[src/rtl/tx_pkt_sched.sv]
// tx_pkt_sched: arbitrates two requesters and sends each packet (header, payload hi, payload lo) to a byte UART.
// Header trmt 1 cycle after grant, each later byte 1 cycle after tx_done in WAIT; requesters hold req while busy.
module tx_pkt_sched #(
   parameter logic [7:0] HDR_CH0 = 8'hA5,
   parameter logic [7:0] HDR_CH1 = 8'h5A
) (
   input  logic        clk,
   input  logic        rst,
   input  logic        req0,
   input  logic        req1,
   input  logic [15:0] data0,
   input  logic [15:0] data1,
   output logic        ack0,
   output logic        ack1,
   output logic        trmt,
   output logic [7:0]  tx_data,
   input  logic        tx_done,
   output logic        busy,
   output logic        pkt_done
);

   typedef enum logic [1:0] {IDLE, SEND, GUARD, WAIT} state_t;

   state_t      state;
   state_t      state_nxt;
   logic [1:0]  idx;
   logic        last_grant;
   logic        chan;
   logic [15:0] payload;
   logic        grant;
   logic        win;
   logic        byte_fin;
   logic        pkt_fin;

   // On contention the channel that was not served last time wins.
   assign grant    = (state == IDLE) && (req0 || req1);
   assign win      = (req0 && req1) ? ~last_grant : req1;
   assign byte_fin = (state == WAIT) && tx_done;
   assign pkt_fin  = byte_fin && (idx == 2'd2);

   always_ff @(posedge clk) begin
      if (rst) begin
         state <= IDLE;
      end else begin
         state <= state_nxt;
      end
   end

   always_comb begin
      state_nxt = state;
      case (state)
         IDLE:    if (req0 || req1) state_nxt = SEND;
         SEND:    state_nxt = GUARD;
         // tx_done may still show the previous byte's level here, so it is not looked at.
         GUARD:   state_nxt = WAIT;
         WAIT:    if (tx_done) state_nxt = (idx == 2'd2) ? IDLE : SEND;
         default: state_nxt = IDLE;
      endcase
   end

   always_ff @(posedge clk) begin
      if (rst) begin
         idx        <= 2'd0;
         last_grant <= 1'b1;
         chan       <= 1'b0;
         payload    <= 16'h0000;
         tx_data    <= 8'h00;
         pkt_done   <= 1'b0;
      end else begin
         pkt_done <= pkt_fin;
         if (grant) begin
            last_grant <= win;
            chan       <= win;
            payload    <= win ? data1 : data0;
            idx        <= 2'd0;
            tx_data    <= win ? HDR_CH1 : HDR_CH0;
         end else if (byte_fin && !pkt_fin) begin
            idx     <= idx + 2'd1;
            tx_data <= (idx == 2'd0) ? payload[15:8] : payload[7:0];
         end
      end
   end

   // SEND with idx 0 is the one cycle right after the grant edge.
   always_comb begin
      trmt = 1'b0;
      ack0 = 1'b0;
      ack1 = 1'b0;
      busy = (state != IDLE);
      if (state == SEND) begin
         trmt = 1'b1;
         ack0 = (idx == 2'd0) && !chan;
         ack1 = (idx == 2'd0) && chan;
      end
   end

   a_ack_excl: assert property (@(posedge clk) disable iff (rst) !(ack0 && ack1));
   a_ack_pd:   assert property (@(posedge clk) disable iff (rst) !(pkt_done && (ack0 || ack1)));
   a_trmt_1:   assert property (@(posedge clk) disable iff (rst) trmt |=> !trmt);

endmodule

[config.mk]
export PLATFORM = sky130hd
export DESIGN_NAME = tx_pkt_sched
export DESIGN_NICKNAME = d
export VERILOG_FILES = /design/src/rtl/tx_pkt_sched.sv
export SDC_FILE = /design/constraint.sdc
export NUM_CORES = 1
export LEC_CHECK = 0
export CAP_MARGIN = 25
export CORE_ASPECT_RATIO = 1.4
export CORE_MARGIN = 8
export CORE_UTILIZATION = 43
export CTS_BUF_LIST = sky130_fd_sc_hd__clkbuf_2
export DETAILED_ROUTE_END_ITERATION = 6
export PLACE_DENSITY = 0.78
export REMOVE_ABC_BUFFERS = 1
export SYNTH_ARGS = -nofsm -noshare
export SYNTH_HDL_FRONTEND = slang
export SYNTH_SLANG_ARGS = --single-unit
[constraint.sdc]
create_clock -name clk -period 1.6 [get_ports clk]
set_clock_uncertainty 0.05 [all_clocks]
set_input_delay 0.16 -clock clk [delete_from_list [all_inputs] [get_ports clk]]
set_output_delay 0.16 -clock clk [all_outputs]
set_load 0.1 [all_outputs]
==> impl_metrics.py, run 1 <==
metrics = {
    "run_status": {
        "status": "finished, violations left",
        "violations": "setup timing",
    },
    "floorplan": {
        "dieArea_um2": 5840,
        "initial_core_util_pct": 43.60,
        "die_x_um": 66.91,
        "fp.coreArea_um2": 3578,
        "rows": 26,
        "ios": 50,
        "die_h_um": 87.28,
    },
    "synth": {
        "seq_area_frac_synth_pct": 39.78,
        "syn_avg_cell_area_um2": 8.765,
        "yosysWarnings": 0,
        "synth_cell_types": 32,
        "ys_ff_latch": 31,
        "async_reset_ff_share_pct": 0,
        "syn_inst": 178,
        "syn-cell-area_um2": 1560,
        "synth-main-ff-cell": "dfxtp_1",
        "synth_edf_count": 0,
    },
    "place": {
        "port_buffers": 49,
        "gp_congestion": 0.7682,
        "hpwl_mm": 3.328,
        "dpl_worst_slack_ns": -0.1246,
        "dpl_cell_area_um2": 2365,
    },
    "pwr": {
        "internal_power_uw": 2310,
        "power_leakage_uw": 0.0009539,
        "p_sw_share_pct": 47.49,
        "p_switching_uw": 2090,
        "seq_power_share_pct": 27.4,
        "peakVddDrop_mv": 1.407,
        "total_power_uw": 4400,
        "p_per_area_nw_per_um2": 1730,
        "pwr-share-comb_pct": 64.4,
        "p_clk_share_pct": 8.2,
    },
    "clock_tree": {
        "ctsHoldBuffers": 0,
        "clock-root-buffer": "clkbuf_2",
        "clkTransAtPathRegs_ns": 0.16,
        "htreeDepth": 2,
        "cts.sinks": 31,
        "cts_buffer_depth": 2,
        "cts_buffers": 5,
        "clk_latency_ns": 0.37,
        "cts_tree": "yes",
    },
    "critical_path": {
        "ff2ff_path_depth": 6,
        "r2r_start": "idx[1]",
        "reg2reg_to": "tx_data[0]",
        "worstPathMaxFanout": 9,
        "arrival_ns": 1.80,
        "endpoint": "tx_data[0]",
        "worstSetupPathType": "register to register",
        "worst_ep_required_time_ns": 1.80,
        "reg2reg_slack_ns": -0.0009,
        "critical_path.startpoint_type": "register",
        "endpoint_kind": "register",
        "worstSetupStartpoint": "idx[1]",
    },
    "detailed_routing": {
        "wl_per_cell_um": 15.77,
        "dr.pass1.iters": 4,
        "via_per_inst": 5.591,
        "vias": 1627,
        "drcViolationCount": 0,
        "ant_nets": 0,
        "drtIter0Drc": 66,
        "routed_wirelength_mm": 4.590,
    },
    "grt": {
        "grt_pass1_vias": 1651,
        "grt.met2_usage_pct": 27.23,
        "gr-total-overflow": 0,
        "met1_usage_pct": 17.65,
        "grt_pass1_wl_mm": 7.231,
        "grt_use_total_pct": 15.79,
        "grt_max_degree": 23,
        "grt_busiest_layer": "met2",
        "antenna_found_initial": 0,
        "grt_use_met3_pct": 3.608,
    },
    "timing": {
        "fin_crit_ns": 1.601,
        "timing.fmax_mhz": 624.7,
        "final.period_utilization_pct": 100.1,
        "max_slew_margin_pct": 69.86,
        "maxSlewViolCount": 0,
        "rsz0062_at_grt": "yes",
        "tightest_slew_ns": 0.4501,
        "setup_viol_count_final": 1,
        "layout_setup_ws_ns": -0.0008807,
        "tns_ns": -0.0008807,
        "finalHoldViolations": 0,
    },
    "cells_and_area": {
        "regArea_um2": 630.6,
        "multi_input_area_um2": 924.6,
        "fillers": 282,
        "postLayoutCellArea_um2": 2544,
        "n_antenna_cell": 0,
        "nets": 292,
        "area_growth_syn_to_layout_pct": 63.03,
        "drive_gt1_share_pct": 29.72,
    },
    "worst_hold_path": {
        "hold_class": "input pin to register",
    },
    "job": {
        "drv_cap": 0,
    },
}
worst max-delay path, cell delays in order (launching register included):
cell and delay (ns):
dfxtp_2 0.35, buf_4 0.13, ha_1 0.20, nand3b_1 0.16, buf_4 0.18, a211oi_2 0.28, o32ai_2 0.12
worst min path at each step:
| stage | start | end | depth (start not counted) |
|---|---|---|---|
| after floorplan | rst | chan | 1 |
| after global placement | idx[1] | idx[1] | 2 |
| after detailed placement | idx[1] | idx[1] | 2 |
| after CTS | data1[3] | payload[3] | 3 |
| after global routing | data1[4] | payload[4] | 3 |
| final | data1[4] | payload[4] | 3 |
power groups by stage:
stage	logic, uW	registers, uW	clock network (uW)
after floorplan	1070	1640	0
after detailed placement	2610	1190	0
after CTS	2750	1190	371
after global routing	3000	1230	401
after global placement	2580	1180	0
final	2830	1210	360
kinds of logic (layout without fill, tap and decap cells):
logic type                 after synthesis  in the layout  synth area share [%]
buffers and inverters                   21             92                 6.175
AOI/OAI and AO/OA                       51             51                 23.34
DFF                                     31             31                 39.78
adders and majority gates                6              6                 4.811
muxes                                   13             13                 8.661
xor gates and xnor gates                 1              1                0.5614
and+or+nand+nor                         55             55                 16.68
cells in the mapped netlist (4+ instances only):
library cell  count  area share (%)
inv_1             7             1.7
o32ai_1           4             2.2
buf_2             4             1.3
nand3_1           8             2.6
mux2_2            4             2.9
a211oi_1         18             8.7
o21ai_0           6             1.9
nor2b_1           5             2.0
nand2_1          14             3.4
ha_1              6             4.8
clkbuf_1          7             1.7
mux2i_1           9             5.8
a31oi_1           7             2.8
nor3_1            5             1.6
a21oi_1           4             1.3
o2111ai_1         7             3.9
nor2_1           16             3.8
dfxtp_1          31              40
flip-flops by register name, indices dropped and copies added (netlist names):
name	flops
state	2
last_grant	1
idx	2
chan	1
tx_data	8
pkt_done	1
payload	16
layer usage:
layer  up-vias  share of wire, %
met4         0               2.3
met5         -                 0
met3         9               5.2
li1        794                 -
met1       769                41
met2        55                52
repair_timing:
| action | in CTS | in global routing |
|---|---|---|
| endpoints found under the setup margin | 10 | 9 |
| pin swaps | 1 | 4 |
| buffers inserted | 4 | 3 |
| resized for setup | 16 | 14 |
cell usage in the layout (no fill, tap or decap), types with 5 or more instances in the layout:
cell	count
clkdlybuf4s50_1	36
dfxtp_1	27
buf_4	26
nor2_1	15
a211oi_1	15
buf_12	15
nand2_1	12
mux2i_1	9
nand3_1	8
o2111ai_1	7
a31oi_1	7
o21ai_0	6
nor2b_1	5
nor3_1	5
clkbuf_2	5
per-stage QoR:
stage	util [%]	cells	hold WS (ns)
4_1_cts	69.27	288	0.2971
6_report	71.08	291	0.3171
3_3_place_gp	66.08	278	0.4056
2_1_floorplan	-	164	0.1791
3_5_place_dp	66.08	278	0.4122
5_1_grt	71.08	291	0.3125
layout make-up:
cell class                 instances  area share (%)
multi-input combinational        126           36.35
timing repair buffer              78           34.24
sequential                        31           24.79
tap                               42           2.066
inverter                           7           1.230
clock buffer                       5          0.9838
clock inverter                     2          0.3443
No activity file was read; power rests on OpenSTA's default activity.
==> run 2, diff against run 1 <==
CORE_UTILIZATION = 47   (was 43)
PLACE_DENSITY = 0.81   (was 0.78)
clock period = 1.66 ns   (was 1.6 ns; I/O delays follow)
==> run 2 against run 1 <==
  * The flow now finishes without violations
  * Critical endpoint is now busy
  * Critical path depth down 1
  * Largest cell class unchanged
  * Via count grew 0.92%
  * Hold slack improved by 0.0034 ns
  * Largest power group unchanged
==> impl_metrics.py, run 2 (synthesized netlist as in run 1, its figures left out) <==
metrics = {
    "timing": {
        "timing.fmax_mhz": 629.0,
        "setup_viol_count_final": 0,
        "max_slew_margin_pct": 70.27,
        "whs_ns": 0.3205,
        "tightest_slew_ns": 0.4441,
        "rsz0062_at_grt": "no",
        "fin_crit_ns": 1.590,
        "finalHoldViolations": 0,
        "maxSlewViolCount": 0,
        "final.period_utilization_pct": 95.78,
    },
    "clock_tree": {
        "htreeDepth": 2,
        "ctsHoldBuffers": 0,
        "cts_buffers": 5,
        "clk_latency_ns": 0.37,
        "clkTransAtPathRegs_ns": 0.15,
        "cts_tree": "yes",
        "cts_buffer_depth": 2,
        "clock-root-buffer": "clkbuf_2",
        "cts.sinks": 31,
    },
    "cells_and_area": {
        "largestRegisters": "payload: 16 flops, tx_data: 8 flops",
        "multi_input_area_um2": 899.6,
        "layout_common_cells": "clkdlybuf4s50_1 (36), buf_4 (28), dfxtp_1 (27)",
        "final_common_cell": "clkdlybuf4s50_1",
        "largest_reg_flops": 16,
        "fillers": 223,
        "nets": 294,
        "regArea_um2": 628.1,
        "top_register": "payload",
        "n_antenna_cell": 0,
        "drive_gt1_share_pct": 28.69,
        "fin_util_pct": 77.60,
        "area_growth_syn_to_layout_pct": 63.35,
    },
    "grt": {
        "grt_max_degree": 23,
        "grt_pass1_vias": 1673,
        "antenna_found_initial": 0,
        "grt_use_total_pct": 17.81,
        "grt_pass1_wl_mm": 7.803,
        "gr-total-overflow": 0,
    },
    "floorplan": {
        "dieArea_um2": 5445,
        "ios": 50,
        "die_x_um": 64.70,
        "initial_core_util_pct": 47.50,
        "fp.coreArea_um2": 3284,
        "die_h_um": 84.17,
        "rows": 25,
    },
    "detailed_routing": {
        "dr.pass1.iters": 4,
        "ant_nets": 0,
        "vias": 1642,
        "drtIter0Drc": 79,
        "routed_wirelength_mm": 4.620,
        "via_per_inst": 5.643,
        "wl_per_cell_um": 15.88,
        "drcViolationCount": 0,
    },
    "run_status": {
        "status": "finished, final reports clean",
    },
    "place": {
        "gp_congestion": 0.7919,
        "port_buffers": 49,
        "hpwl_mm": 3.358,
    },
    "worst_hold_path": {
        "hold_class": "input pin to register",
    },
    "critical_path": {
        "worstPathMaxFanout": 8,
        "critical_path.startpoint_type": "register",
        "worstSetupPathType": "register to output pin",
        "worst_ep_required_time_ns": 1.44,
        "arrival_ns": 1.37,
        "endpoint_kind": "output pin",
    },
    "pwr": {
        "peakVddDrop_mv": 1.325,
        "power_leakage_uw": 0.0009676,
        "p_per_area_nw_per_um2": 1717,
    },
    "job": {
        "drv_cap": 0,
    },
}
run 2: layout make-up:
class                   count  area share, %
multi-input cells         126          35.30
clock buffers               6          1.178
flip-flops and latches     31          24.64
well taps                  40          1.964
repair buffers             80          34.61
inverters                   7          1.129
clock inverters             1          1.178
run 2: path summary, 6_finish.rpt:
kind,cells past startpoint,to,from,slack [ns]
worst max-delay path,5,busy,state[0],0.07
worst max register to register,6,tx_data[2],idx[0],0.10
worst min register to register,2,payload[8],payload[8],0.44
worst min-delay path,3,payload[4],data1[4],0.32
run 2: layer usage:
| layer | part of all wire (%) | GRT usage, % | up-vias |
|---|---|---|---|
| li1 | - | - | 801 |
| met1 | 38 | 19.44 | 766 |
| met2 | 54 | 30.67 | 67 |
| met3 | 5.8 | 4.394 | 8 |
| met4 | 1.9 | 8.964 | 0 |
| met5 | 0 | 0 | - |
run 2: through the flow:
stage | cell area [um2] | instances | TNS, ns | worst slack, ns | power, uW
after floorplan | 1490 | 164 | -6.947 | -1.157 | 2614
after global placement | 2377 | 278 | 0 | 0.01340 | 3631
after detailed placement | 2377 | 278 | -0.1254 | -0.06957 | 3683
after CTS | 2502 | 288 | 0 | 0.008940 | 4285
after global routing | 2549 | 291 | 0 | 0.005722 | 4603
final | 2549 | 291 | 0 | 0.07008 | 4377
run 2: report_power, final:
part | internal, uW | switching, uW | total [uW]
sequential | 973 | 167 | 1140
clock | 254 | 255 | 509
combinational | 1140 | 1590 | 2730
run 2: critical path, cell delays in order (launching register included):
cell     delay, ns
dfxtp_2       0.37
inv_2         0.07
ha_4          0.17
buf_4         0.16
inv_2         0.06
buf_12        0.16
run 2: timing repair:
action,in CTS,in global routing
setup endpoints to repair,4,10
buffers inserted,3,3
pin swaps,1,2
gates resized for setup,10,12
==> run 3, diff against run 2 <==
CTS_CLUSTER_SIZE = 10   (was unset)
==> results of run 3 <==
Final layout, timing and power as in run 2 (identical DEF).
